[config.mk]
export PLATFORM = sky130hd
export DESIGN_NAME = mc_control_fsm
export DESIGN_NICKNAME = d
export VERILOG_FILES = /design/src/rtl/mips_pkg.sv /design/src/rtl/mc_retire_counter.sv /design/src/rtl/mc_control_fsm.sv
export SDC_FILE = /design/constraint.sdc
export NUM_CORES = 1
export LEC_CHECK = 0
export ABC_AREA = 1
export CORE_MARGIN = 5
export CORE_UTILIZATION = 30
export DETAILED_ROUTE_END_ITERATION = 12
export PLACE_DENSITY = 0.54
export SYNTH_ARGS = -nofsm -noshare
export SYNTH_HDL_FRONTEND = slang
export SYNTH_SLANG_ARGS = --single-unit
export TNS_END_PERCENT = 30
[constraint.sdc]
create_clock -name clk -period 1.8 [get_ports clk]
set_input_delay 0.45 -clock clk [delete_from_list [all_inputs] [get_ports clk]]
set_output_delay 0.45 -clock clk [all_outputs]
set_load 0.02 [all_outputs]
[src/rtl/mips_pkg.sv]
// Shared MIPS control constants: opcodes, ALUOp/ALUSrcB/PCSource encodings and the
// multi-cycle control state enumeration. MC_CTRL_ADDI_EN adds addi to the supported set.
package mips_pkg;

   localparam logic [5:0] OP_RTYPE = 6'b000000;
   localparam logic [5:0] OP_LW    = 6'b100011;
   localparam logic [5:0] OP_SW    = 6'b101011;
   localparam logic [5:0] OP_BEQ   = 6'b000100;
   localparam logic [5:0] OP_J     = 6'b000010;
   localparam logic [5:0] OP_ADDI  = 6'b001000;

   localparam logic [1:0] ALUOP_ADD   = 2'b00;
   localparam logic [1:0] ALUOP_SUB   = 2'b01;
   localparam logic [1:0] ALUOP_FUNCT = 2'b10;

   localparam logic [1:0] SRCB_REGB   = 2'b00;
   localparam logic [1:0] SRCB_FOUR   = 2'b01;
   localparam logic [1:0] SRCB_IMM    = 2'b10;
   localparam logic [1:0] SRCB_IMM_SH = 2'b11;

   localparam logic [1:0] PCSRC_ALU    = 2'b00;
   localparam logic [1:0] PCSRC_ALUOUT = 2'b01;
   localparam logic [1:0] PCSRC_JUMP   = 2'b10;

   typedef enum logic [3:0] {
      S_FETCH     = 4'd0,
      S_DECODE    = 4'd1,
      S_MEM_ADDR  = 4'd2,
      S_MEM_READ  = 4'd3,
      S_MEM_WB    = 4'd4,
      S_MEM_WRITE = 4'd5,
      S_EXECUTE   = 4'd6,
      S_R_WB      = 4'd7,
      S_BRANCH    = 4'd8,
      S_JUMP      = 4'd9,
      S_ADDI_EXEC = 4'd10,
      S_ADDI_WB   = 4'd11
   } state_e;

   function automatic logic op_supported(input logic [5:0] op);
      logic ok;
      ok = 1'b0;
      case (op)
         OP_RTYPE, OP_LW, OP_SW, OP_BEQ, OP_J: ok = 1'b1;
`ifdef MC_CTRL_ADDI_EN
         OP_ADDI: ok = 1'b1;
`endif
         default: ok = 1'b0;
      endcase
      return ok;
   endfunction

   // States whose exit back to FETCH completes an instruction.
   function automatic logic is_retire_state(input state_e s);
      logic r;
      r = 1'b0;
      case (s)
         S_MEM_WB, S_MEM_WRITE, S_R_WB, S_BRANCH, S_JUMP, S_ADDI_WB: r = 1'b1;
         default: r = 1'b0;
      endcase
      return r;
   endfunction

endpackage

[src/rtl/mc_retire_counter.sv]
// 32-bit retired-instruction counter with increment enable and synchronous clear.
// Wraps naturally from 0xFFFFFFFF to 0.
module mc_retire_counter (
   input  logic        clk,
   input  logic        clr_i,
   input  logic        inc_i,
   output logic [31:0] count_o
);

   logic [31:0] count_q;
   logic [31:0] count_d;

   always_comb begin
      count_d = count_q;
      if (clr_i) begin
         count_d = 32'd0;
      end else if (inc_i) begin
         count_d = count_q + 32'd1;
      end else begin
         count_d = count_q;
      end
   end

   always_ff @(posedge clk) begin
      count_q <= count_d;
   end

   assign count_o = count_q;

endmodule

[src/rtl/mc_control_fsm.sv]
// Multi-cycle MIPS main control: fetch/decode/execute/memory/write-back sequencing.
// Define MC_CTRL_ADDI_EN to decode addi through ADDI_EXEC/ADDI_WB.
module mc_control_fsm
   import mips_pkg::*;
(
   input  logic        clk,
   input  logic        rst,
   input  logic [5:0]  Opcode,
   input  logic        MemReady,
   output logic        PCWrite,
   output logic        PCWriteCond,
   output logic        IorD,
   output logic        MemRead,
   output logic        MemWrite,
   output logic        MemtoReg,
   output logic        IRWrite,
   output logic        ALUSrcA,
   output logic        RegWrite,
   output logic        RegDst,
   output logic [1:0]  ALUOp,
   output logic [1:0]  ALUSrcB,
   output logic [1:0]  PCSource,
   output logic        IllegalOp,
   output logic [31:0] RetiredCount
);

   state_e state_q;
   state_e state_d;
   logic   retire_inc_s;

   always_ff @(posedge clk) begin
      if (rst) begin
         state_q <= S_FETCH;
      end else begin
         state_q <= state_d;
      end
   end

   always_comb begin
      state_d = state_q;
      case (state_q)
         S_FETCH: begin
            if (MemReady) state_d = S_DECODE;
            else          state_d = S_FETCH;
         end
         S_DECODE: begin
            case (Opcode)
               OP_LW, OP_SW: state_d = S_MEM_ADDR;
               OP_RTYPE:     state_d = S_EXECUTE;
               OP_BEQ:       state_d = S_BRANCH;
               OP_J:         state_d = S_JUMP;
`ifdef MC_CTRL_ADDI_EN
               OP_ADDI:      state_d = S_ADDI_EXEC;
`endif
               default:      state_d = S_FETCH;
            endcase
         end
         S_MEM_ADDR: begin
            if (Opcode == OP_LW) state_d = S_MEM_READ;
            else                 state_d = S_MEM_WRITE;
         end
         S_MEM_READ: begin
            if (MemReady) state_d = S_MEM_WB;
            else          state_d = S_MEM_READ;
         end
         S_MEM_WRITE: begin
            if (MemReady) state_d = S_FETCH;
            else          state_d = S_MEM_WRITE;
         end
         S_EXECUTE: state_d = S_R_WB;
`ifdef MC_CTRL_ADDI_EN
         S_ADDI_EXEC: state_d = S_ADDI_WB;
         S_ADDI_WB:   state_d = S_FETCH;
`endif
         default:     state_d = S_FETCH;
      endcase
   end

   // Outputs follow the current state; reset forces every control low.
   always_comb begin
      PCWrite     = 1'b0;
      PCWriteCond = 1'b0;
      IorD        = 1'b0;
      MemRead     = 1'b0;
      MemWrite    = 1'b0;
      MemtoReg    = 1'b0;
      IRWrite     = 1'b0;
      ALUSrcA     = 1'b0;
      RegWrite    = 1'b0;
      RegDst      = 1'b0;
      ALUOp       = ALUOP_ADD;
      ALUSrcB     = SRCB_REGB;
      PCSource    = PCSRC_ALU;
      IllegalOp   = 1'b0;
      if (rst) begin
         IllegalOp = 1'b0;
      end else begin
         case (state_q)
            S_FETCH: begin
               MemRead = 1'b1;
               ALUSrcB = SRCB_FOUR;
               IRWrite = MemReady;
               PCWrite = MemReady;
            end
            S_DECODE: begin
               ALUSrcB   = SRCB_IMM_SH;
               IllegalOp = ~op_supported(Opcode);
            end
            S_MEM_ADDR: begin
               ALUSrcA = 1'b1;
               ALUSrcB = SRCB_IMM;
            end
            S_MEM_READ: begin
               MemRead = 1'b1;
               IorD    = 1'b1;
            end
            S_MEM_WB: begin
               RegWrite = 1'b1;
               MemtoReg = 1'b1;
            end
            S_MEM_WRITE: begin
               MemWrite = 1'b1;
               IorD     = 1'b1;
            end
            S_EXECUTE: begin
               ALUSrcA = 1'b1;
               ALUOp   = ALUOP_FUNCT;
            end
            S_R_WB: begin
               RegWrite = 1'b1;
               RegDst   = 1'b1;
            end
            S_BRANCH: begin
               ALUSrcA     = 1'b1;
               ALUOp       = ALUOP_SUB;
               PCWriteCond = 1'b1;
               PCSource    = PCSRC_ALUOUT;
            end
            S_JUMP: begin
               PCWrite  = 1'b1;
               PCSource = PCSRC_JUMP;
            end
`ifdef MC_CTRL_ADDI_EN
            S_ADDI_EXEC: begin
               ALUSrcA = 1'b1;
               ALUSrcB = SRCB_IMM;
            end
            S_ADDI_WB: begin
               RegWrite = 1'b1;
            end
`endif
            default: begin
               IllegalOp = 1'b0;
            end
         endcase
      end
   end

   // An illegal-opcode return leaves from DECODE, which is not a retiring state.
   assign retire_inc_s = ~rst & (state_d == S_FETCH) & is_retire_state(state_q);

   mc_retire_counter u_retire (
      .clk     (clk),
      .clr_i   (rst),
      .inc_i   (retire_inc_s),
      .count_o (RetiredCount)
   );

endmodule

==> results of run 1 <==
registers in the layout, indices dropped and copies added (netlist names):
register	flops
u_retire.count_o	32
state_q	4
synth_stat cells:
master / count / area [um^2]
nand3_1: 8 / 40.04
buf_6: 3 / 33.78
nor4_1: 1 / 6.260
ha_1: 1 / 12.51
buf_4: 3 / 22.52
nand3b_1: 18 / 135.1
nor2_1: 72 / 270.3
xor2_1: 9 / 78.83
a31oi_1: 1 / 6.260
xnor2_1: 2 / 17.52
o21ai_0: 1 / 5.000
dfxtp_1: 36 / 720.7
buf_1: 2 / 7.510
nor2_2: 4 / 25.02
o31ai_1: 1 / 7.510
a21oi_1: 24 / 120.1
nand2_2: 14 / 87.58
o22ai_1: 1 / 6.260
clkbuf_1: 4 / 15.01
o21ai_2: 1 / 8.760
nor2_4: 4 / 45.04
a21oi_2: 15 / 131.4
a211oi_1: 1 / 7.510
nand3_4: 1 / 17.52
or2_2: 1 / 6.260
inv_1: 22 / 82.58
nand4_1: 6 / 37.54
inv_2: 3 / 11.26
nand2_1: 174 / 653.1
layout by cell type, fill, tap and decap left out, drive strengths merged:
| master | Yosys | final |
|---|---|---|
| nand3 | 9 | 9 |
| o31ai | 1 | 1 |
| clkdlybuf4s50 | 0 | 8 |
| ha | 1 | 1 |
| nor4 | 1 | 1 |
| a31oi | 1 | 1 |
| nand2 | 188 | 188 |
| xor2 | 9 | 9 |
| o21ai | 2 | 2 |
| inv | 25 | 25 |
| clkinvlp | 0 | 1 |
| a211oi | 1 | 1 |
| dfxtp | 36 | 36 |
| buf | 8 | 69 |
| clkinv | 0 | 1 |
| or2 | 1 | 1 |
| bufinv | 0 | 1 |
| nor2 | 80 | 81 |
| clkbuf | 4 | 10 |
| xnor2 | 2 | 2 |
| nand4 | 6 | 6 |
| dlygate4sd2 | 0 | 23 |
| nand3b | 18 | 18 |
| dlymetal6s2s | 0 | 2 |
| a21oi | 39 | 39 |
| o22ai | 1 | 1 |
repair_timing:
action | CTS | global route
pin swaps | 9 | 8
setup endpoints to repair | 72 | 51
setup buffers | 6 | 5
gates cloned | 1 | 0
resized for setup | 122 | 44
hold buffers | 0 | 0
hold endpoints to repair | 0 | 0
worst max-delay path, cell delays in order, from the launching register on:
cell and delay [ns]:
dfxtp_4 0.37, nor2_4 0.12, buf_4 0.14, nand2_1 0.09, a21oi_1 0.16, buf_4 0.16
cell families (layout without fill, tap and decap cells):
| group | after synthesis | in the layout | synth area share |
|---|---|---|---|
| and+or+nand+nor | 303 | 304 | 0.5055 |
| DFF | 36 | 36 | 0.2752 |
| adders and majority gates | 1 | 1 | 0.004777 |
| AOI/OAI and AO/OA | 45 | 45 | 0.1118 |
| xor gates and xnor gates | 11 | 11 | 0.03679 |
| buffers and inverters | 37 | 140 | 0.06593 |
how the worst max path moves through the flow:
stage | end | slack [ns] | depth (start not counted)
after floorplan | IorD | -0.13 | 4
after global placement | IllegalOp | -0.69 | 6
after detailed placement | IllegalOp | -0.73 | 6
after CTS | IllegalOp | -0.08 | 6
after global routing | PCWrite | -0.04 | 5
final | IorD | 0.01 | 5
metrics by stage:
step / power, uW / instance area, um^2
2_1_floorplan: 886.7 / 2625
3_3_place_gp: 957.3 / 3565
3_5_place_dp: 959.0 / 3565
4_1_cts: 1695 / 3694
5_1_grt: 1754 / 3831
6_report: 1689 / 3831
per-layer routing:
metal  up-vias  wire length (um)  GRT usage
li1       1572                 -          -
met1      1350              3922     0.2072
met2        72              3843     0.2740
met3         6               498    0.02414
met4         0                65    0.03088
met5         -                 0          0
cell type report:
cell class	instances	share of cell area
Sequential cell	36	0.1917
Tap cell	108	0.03527
Clock inverter	3	0.01110
Inverter	25	0.02449
Clock buffer	5	0.01796
Multi-Input combinational cell	361	0.4876
Timing Repair Buffer	107	0.2319
report_power, final:
part           switching [uW]  internal (uW)  leakage, uW
clock network             322            410    0.0000541
logic                    95.2           64.6      0.00129
registers                2.93            794     0.000293
total                     420           1270      0.00164
==> run metrics, run 1 <==
status=complete, no violations; Final Cycle Share=0.9926; Leak=0.001642 uW; core area=0.008593 mm^2; CTS tree=built; Placed Cells=625; beginning of the worst hold path=u_retire.count_o[31]; Residual DRC=0; cts bufs inserted=5; gr ovfl total=0; Layout Cells excl Fill=645; Worst IR Drop VDD=0.2880 mV; CP max FO=3; Synth Register Bits=36; clock tree buffer depth=2; Cell Pwr Density=441.0 mW/mm^2; hold path cells=2; startpoint types=flop; final worst slack=0.01334 ns; # H-tree levels=2; Syn Nets=443; reg-to-reg endpoint=u_retire.count_o[22]; worst slew pin tran=0.3723 ns; cell area after synthesis=0.002619 mm^2; Reg area=734.5 um^2; global placer's final weighted congestion=0.9146; Final Critical Period=1.787 ns; Setup crit end kind=output pin; initial core utilization=0.3047; Nets=546; area grow syn2layout=46.30%; max cap viols=0; Wirelength per Cell=12.91 um; Final Setup Violations=0; Detailed Route WL=8.330 mm; gr usage total=0.1577; Buffers on Ports=57; area of the multi-input gates=0.001868 mm^2; final slew viol count=0; post-DP HPWL=6.305 mm; fmax=0.5597 GHz; Layout Skew=0.01279 ns; pre-CTS setup slack=-0.7289 ns; initial antenna violation count=0; Skew-Pair Late Insertion Delay=0.30 ns; Clock transition at path regs=0.08 ns; global-route wire length before repair=13.46 mm; RSZ-0062 raised after global routing=true; worst hold-check slack=0.5018 ns; Worst Hold Class=reg -> reg; final hold vios=0; vias per cell=4.651; Synth Warn #=0; WP data required=1.35 ns; worst hold endpoint=u_retire.count_o[31]; DIE AREA=0.01070 mm^2; ANT cells=0; Routed Antenna Nets=0; vias post-DR=3000; Die Ht=103.4 um; Setup crit start=state_q[3]; Synth cell types=29; Setup TNS Final=0 ns; Die W=103.4 um; Avg Cell Area, Syn=6.048 um^2; Arr. time, crit path=1.34 ns; R2R setup slack=0.11 ns; Slew HR=0.7509; worst reg2reg path startpoint=state_q[2]; FILL cells=943; Final Util=0.4458; clk sink count=36; sequential area share after synthesis=0.2752; R2R depth=10; number of global-route vias before repair=2855; Rows=34; gate count of the mapped netlist=433; share of cells above drive strength 1=0.2812; initial DRC count=97; Ports=58; router iterations before antenna repair=5; Clock Root Buffer=clkbuf_8; crit path kind=reg -> out; largest net degree at the start of global routing=20
Note: power is estimated with default switching activity, not from simulation.
==> inputs of run 2 (changes only) <==
--- a/config.mk
+++ b/config.mk
@@ -9,6 +9,7 @@
 export CORE_MARGIN = 5
 export CORE_UTILIZATION = 30
 export DETAILED_ROUTE_END_ITERATION = 12
+export MAX_ROUTING_LAYER = met4
 export PLACE_DENSITY = 0.54
 export SYNTH_ARGS = -nofsm -noshare
 export SYNTH_HDL_FRONTEND = slang
==> run metrics, run 2 (synthesized netlist as in run 1, its figures left out) <==
max reg flops=32 (unchanged); pre-CTS setup slack=-0.7289 ns (unchanged); worst reg2reg path startpoint=state_q[2] (unchanged); Rows=34 (unchanged); beginning of the worst hold path=u_retire.count_o[31] (unchanged); Leak=0.001639 uW (was 0.001642 uW); DIE AREA=0.01070 mm^2 (unchanged); worst hold-check slack=0.5018 ns (about the same); Buffers on Ports=57 (unchanged); WP data required=1.35 ns (about the same); largest net degree at the start of global routing=20 (unchanged); worst slew pin tran=0.3664 ns (was 0.3723 ns); CP max FO=3 (unchanged); most frequent cells in the layout=nand2_1, nor2_1, buf_4, dfxtp_1, dlygate4sd2_1 (unchanged); Slew HR=0.7548 (was 0.7509); vias per cell=4.654 (was 4.651); Die Ht=103.4 um (unchanged); met1 global-route usage=0.2072 (unchanged); global placer's final weighted congestion=0.9305 (was 0.9146); clock tree buffer depth=2 (unchanged); fmax=0.5601 GHz (was 0.5597 GHz); max cap viols=0 (unchanged); final worst slack=0.01471 ns (was 0.01334 ns); final slew viol count=0 (unchanged); R2R setup slack=0.11 ns (about the same); Final Critical Period=1.785 ns (was 1.787 ns); Clock Root Buffer=clkbuf_8 (unchanged); worst hold endpoint=u_retire.count_o[31] (unchanged); startpoint types=input pin (was flop); share of cells above drive strength 1=0.2799 (was 0.2812); Cell Pwr Density=441.2 mW/mm^2 (was 441.0 mW/mm^2); global-route wire length before repair=13.46 mm (unchanged); gr ovfl total=0 (unchanged); GRT met3 Usage=0.02414 (unchanged); GR peak layer=met2 (unchanged); vias post-DR=2997 (was 3000); Setup TNS Final=0 ns (unchanged); Detailed Route WL=8.287 mm (was 8.330 mm); Skew-Pair Late Insertion Delay=0.30 ns (about the same); ANT cells=0 (unchanged); crit path kind=in -> out (was reg -> out); Arr. time, crit path=1.34 ns (about the same); clk sink count=36 (unchanged); Routed Antenna Nets=0 (unchanged); Wirelength per Cell=12.87 um (was 12.91 um); Final Setup Violations=0 (unchanged); Clock transition at path regs=0.08 ns (about the same); initial DRC count=117 (was 97); status=complete, no violations (unchanged); initial antenna violation count=0 (unchanged); number of global-route vias before repair=2856 (was 2855); commonest non-fill, non-tap cell in the layout=nand2_1 (unchanged); FILL cells=945 (was 943); Worst Hold Class=reg -> reg (unchanged); R2R depth=10 (unchanged); Die W=103.4 um (unchanged); core area=0.008593 mm^2 (unchanged); final hold vios=0 (unchanged); gr usage total=0.1624 (was 0.1577); Nets=545 (was 546); Layout Skew=0.01269 ns (was 0.01279 ns); Worst IR Drop VDD=0.2906 mV (was 0.2880 mV); reg-to-reg endpoint=u_retire.count_o[22] (unchanged); Setup crit end kind=output pin (unchanged); router iterations before antenna repair=4 (was 5); initial core utilization=0.3047 (unchanged); Final Cycle Share=0.9918 (was 0.9926); met2 GRT Util=0.2740 (unchanged); cts bufs inserted=5 (unchanged); Residual DRC=0 (unchanged); Ports=58 (unchanged); area grow syn2layout=46.35% (was 46.30%); post-DP HPWL=6.305 mm (unchanged); hold path cells=2 (unchanged); CTS tree=built (unchanged); Hold-fix buffers, CTS=0 (unchanged); # H-tree levels=2 (unchanged); RSZ-0062 raised after global routing=true (unchanged)
[run 2: worst max-delay path by stage]
stage | cells past startpoint | end | start
after floorplan | 4 | IorD | rst
after global placement | 6 | IllegalOp | Opcode[2]
after detailed placement | 6 | IllegalOp | Opcode[5]
after CTS | 6 | IllegalOp | Opcode[0]
after global routing | 5 | PCWrite | state_q[1]
final | 4 | PCWrite | MemReady
[run 2: stage by stage]
step	power [uW]	cell area, um^2	util	cells
final	1691	3832	0.4460	644
after global routing	1754	3832	0.4460	644
after CTS	1695	3694	0.4298	640
after detailed placement	959.0	3565	0.4148	625
after global placement	957.3	3565	0.4148	625
after floorplan	886.7	2625	-	433
[run 2: routing by layer]
metal | vias to the layer above | share of wire
met5 | - | 0
met4 | 0 | 0.0070
met3 | 5 | 0.062
met2 | 70 | 0.47
met1 | 1349 | 0.47
li1 | 1573 | -
[run 2: layout make-up]
cell class / count / area, um^2 / area share
flip-flops and latches: 36 / 734.5 / 0.1916
clock inverters: 3 / 42.54 / 0.01110
inverters: 25 / 93.84 / 0.02449
clock buffers: 5 / 68.82 / 0.01796
well taps: 108 / 135.1 / 0.03526
repair buffers: 106 / 889.6 / 0.2321
multi-input cells: 361 / 1868 / 0.4874
[run 2: power by group]
part / leakage (uW) / internal, uW / switching [uW] / total [uW]
combinational: 0.00129 / 64.7 / 95.0 / 160
clock: 0.0000541 / 410 / 324 / 734
sequential: 0.000293 / 794 / 2.92 / 797
[run 2: repair_timing]
action	in CTS	in global routing
gates cloned	1	0
resized for setup	122	47
setup buffers	6	4
pin swaps	9	7
endpoints found under the setup margin	72	51
[run 2: worst max-delay path, cell delays in order]
cell             delay, ns
clkdlybuf4s50_1       0.49
nand3_2               0.10
a21oi_2               0.16
buf_6                 0.13
==> inputs of run 3 (changes only) <==
--- a/config.mk
+++ b/config.mk
@@ -6,11 +6,13 @@
 export NUM_CORES = 1
 export LEC_CHECK = 0
 export ABC_AREA = 1
+export CELL_PAD_IN_SITES_DETAIL_PLACEMENT = 2
+export CELL_PAD_IN_SITES_GLOBAL_PLACEMENT = 2
 export CORE_MARGIN = 5
-export CORE_UTILIZATION = 30
+export CORE_UTILIZATION = 24
 export DETAILED_ROUTE_END_ITERATION = 12
 export MAX_ROUTING_LAYER = met4
-export PLACE_DENSITY = 0.54
+export PLACE_DENSITY = 0.77
 export SYNTH_ARGS = -nofsm -noshare
 export SYNTH_HDL_FRONTEND = slang
 export SYNTH_SLANG_ARGS = --single-unit
==> run metrics, run 3 (synthesized netlist as in run 1, its figures left out) <==
Residual DRC=0 (unchanged); share of cells above drive strength 1=0.3228 (was 0.2799); gr ovfl total=0 (unchanged); largest net degree at the start of global routing=20 (unchanged); initial core utilization=0.2437 (was 0.3047); router iterations before antenna repair=4 (unchanged); Final Critical Period=1.871 ns (was 1.785 ns); Buffers on Ports=57 (unchanged); Skew-Pair Late Insertion Delay=0.30 ns (about the same); Rows=38 (was 34); CTS tree=built (unchanged); Die W=114.5 um (was 103.4 um); final hold vios=0 (unchanged); Ports=58 (unchanged); fmax=0.5346 GHz (was 0.5601 GHz); most frequent cells in the layout=nand2_1, nor2_1, buf_4, dfxtp_1, dlygate4sd2_1 (unchanged); Layout Skew=0.006627 ns (was 0.01269 ns); Routed Antenna Nets=0 (unchanged); gr usage total=0.1790 (was 0.1624); Hold-fix buffers, CTS=0 (unchanged); worst slew pin tran=0.3250 ns (was 0.3664 ns); Die Ht=114.5 um (was 103.4 um); max reg flops=32 (unchanged); Finished Cell Area=0.004049 mm^2 (was 0.003832 mm^2); post-DP HPWL=8.573 mm (was 6.305 mm); DIE AREA=0.01310 mm^2 (was 0.01070 mm^2); number of global-route vias before repair=3450 (was 2856); global placer's final weighted congestion=0.8369 (was 0.9305); vias post-DR=3262 (was 2997); commonest non-fill, non-tap cell in the layout=nand2_1 (unchanged); # H-tree levels=2 (unchanged); CP max FO=5 (was 3); Worst IR Drop VDD=0.2013 mV (was 0.2906 mV); Leak=0.001705 uW (was 0.001639 uW); Nets=545 (unchanged); ANT cells=0 (unchanged); area grow syn2layout=54.61% (was 46.35%); core area=0.01075 mm^2 (was 0.008593 mm^2); crit path kind=reg -> out (was in -> out); max cap viols=0 (unchanged); Arr. time, crit path=1.42 ns (was 1.34 ns); clock tree buffer depth=2 (unchanged); initial DRC count=127 (was 117); Clock transition at path regs=0.09 ns (was 0.08 ns); vias per cell=4.825 (was 4.654); placed inst area=0.003627 mm^2 (was 0.003565 mm^2); Wirelength per Cell=17.76 um (was 12.87 um); Placed Cells=660 (was 625); RSZ-0062 raised after global routing=true (unchanged); cts bufs inserted=5 (unchanged); Slew HR=0.7825 (was 0.7548); Cell Pwr Density=426.8 mW/mm^2 (was 441.2 mW/mm^2); Worst Hold Class=reg -> reg (unchanged); startpoint types=flop (was input pin); final worst slack=-0.07066 ns (was 0.01471 ns); Layout Cells excl Fill=676 (was 644); Setup crit end kind=output pin (unchanged); initial antenna violation count=0 (unchanged); final slew viol count=0 (unchanged); Detailed Route WL=12.01 mm (was 8.287 mm); WP data required=1.35 ns (about the same); Clock Root Buffer=clkbuf_8 (unchanged); clk sink count=36 (unchanged); global-route wire length before repair=18.15 mm (was 13.46 mm); failing checks=negative setup slack; Final Cycle Share=1.039 (was 0.9918); Final Setup Violations=6 (was 0); status=finished, violations left (was complete, no violations)
## run 3: changes by cell type in the layout (fill, tap and decap cells not counted), moves of 3 or more
cell	previous run	this run
buf_2	4	1
nand2_4	1	5
nor2_1	65	54
nand2_1	170	166
nor2_4	10	14
a21oi_1	20	15
clkdlybuf4s50_1	8	5
dlygate4sd2_1	23	27
buf_4	58	52
a21oi_2	19	23
buf_6	2	9
nor2_2	6	13
## run 3: final cells by class
class                      instances  area [um^2]
fill                            1278         6696
inverter                          25        98.84
tap                              140        175.2
clock buffer                       5        68.82
sequential                        36        737.0
timing repair buffer             106        943.4
multi-input combinational        361         1983
clock inverter                     3        42.54
## run 3: critical path, cell delays in order, from the launching register on
cell,delay [ns]
dfxtp_4,0.40
inv_4,0.05
nor2_4,0.25
nand2_4,0.13
a31oi_4,0.16
buf_6,0.14
## run 3: power by group
| group | internal [uW] | leakage, uW | switching (uW) |
|---|---|---|---|
| clock | 411 | 0.0000541 | 343 |
| sequential | 793 | 0.000294 | 3.79 |
| combinational | 65.5 | 0.00136 | 113 |
## run 3: final timing paths
kind / from / end / slack, ns / cells past startpoint
max: state_q[2] / ALUSrcA / -0.07 / 5
min: u_retire.count_o[31] / u_retire.count_o[31] / 0.50 / 2
max reg2reg: state_q[2] / u_retire.count_o[10] / 0.02 / 11
min reg2reg: u_retire.count_o[31] / u_retire.count_o[31] / 0.50 / 2
## run 3: what timing repair did
action                     CTS  global route
resized for setup          139            74
cloned                       1             2
buffers inserted             2             3
pin swaps                    7            17
setup endpoints to repair   75            50
## run 3: layer usage
| metal | track usage | up-vias | wire length, um |
|---|---|---|---|
| met2 | 0.3139 | 60 | 6370 |
| met5 | - | - | 0 |
| li1 | - | 1577 | - |
| met1 | 0.2147 | 1605 | 5065 |
| met4 | 0.05226 | 0 | 227 |
| met3 | 0.02114 | 20 | 343 |
## run 3: through the flow
stage	setup WS, ns	utilization	total power (uW)	hold WS (ns)	setup TNS [ns]
after floorplan	-0.1253	-	886.7	0.5655	-0.3759
after global placement	-0.6866	0.3376	962.1	0.4910	-18.61
after detailed placement	-0.8205	0.3376	971.0	0.4944	-24.44
after CTS	-0.1036	0.3498	1730	0.5109	-0.1036
after global routing	-0.1156	0.3768	1793	0.5342	-1.085
final	-0.07066	0.3768	1728	0.5049	-0.2336
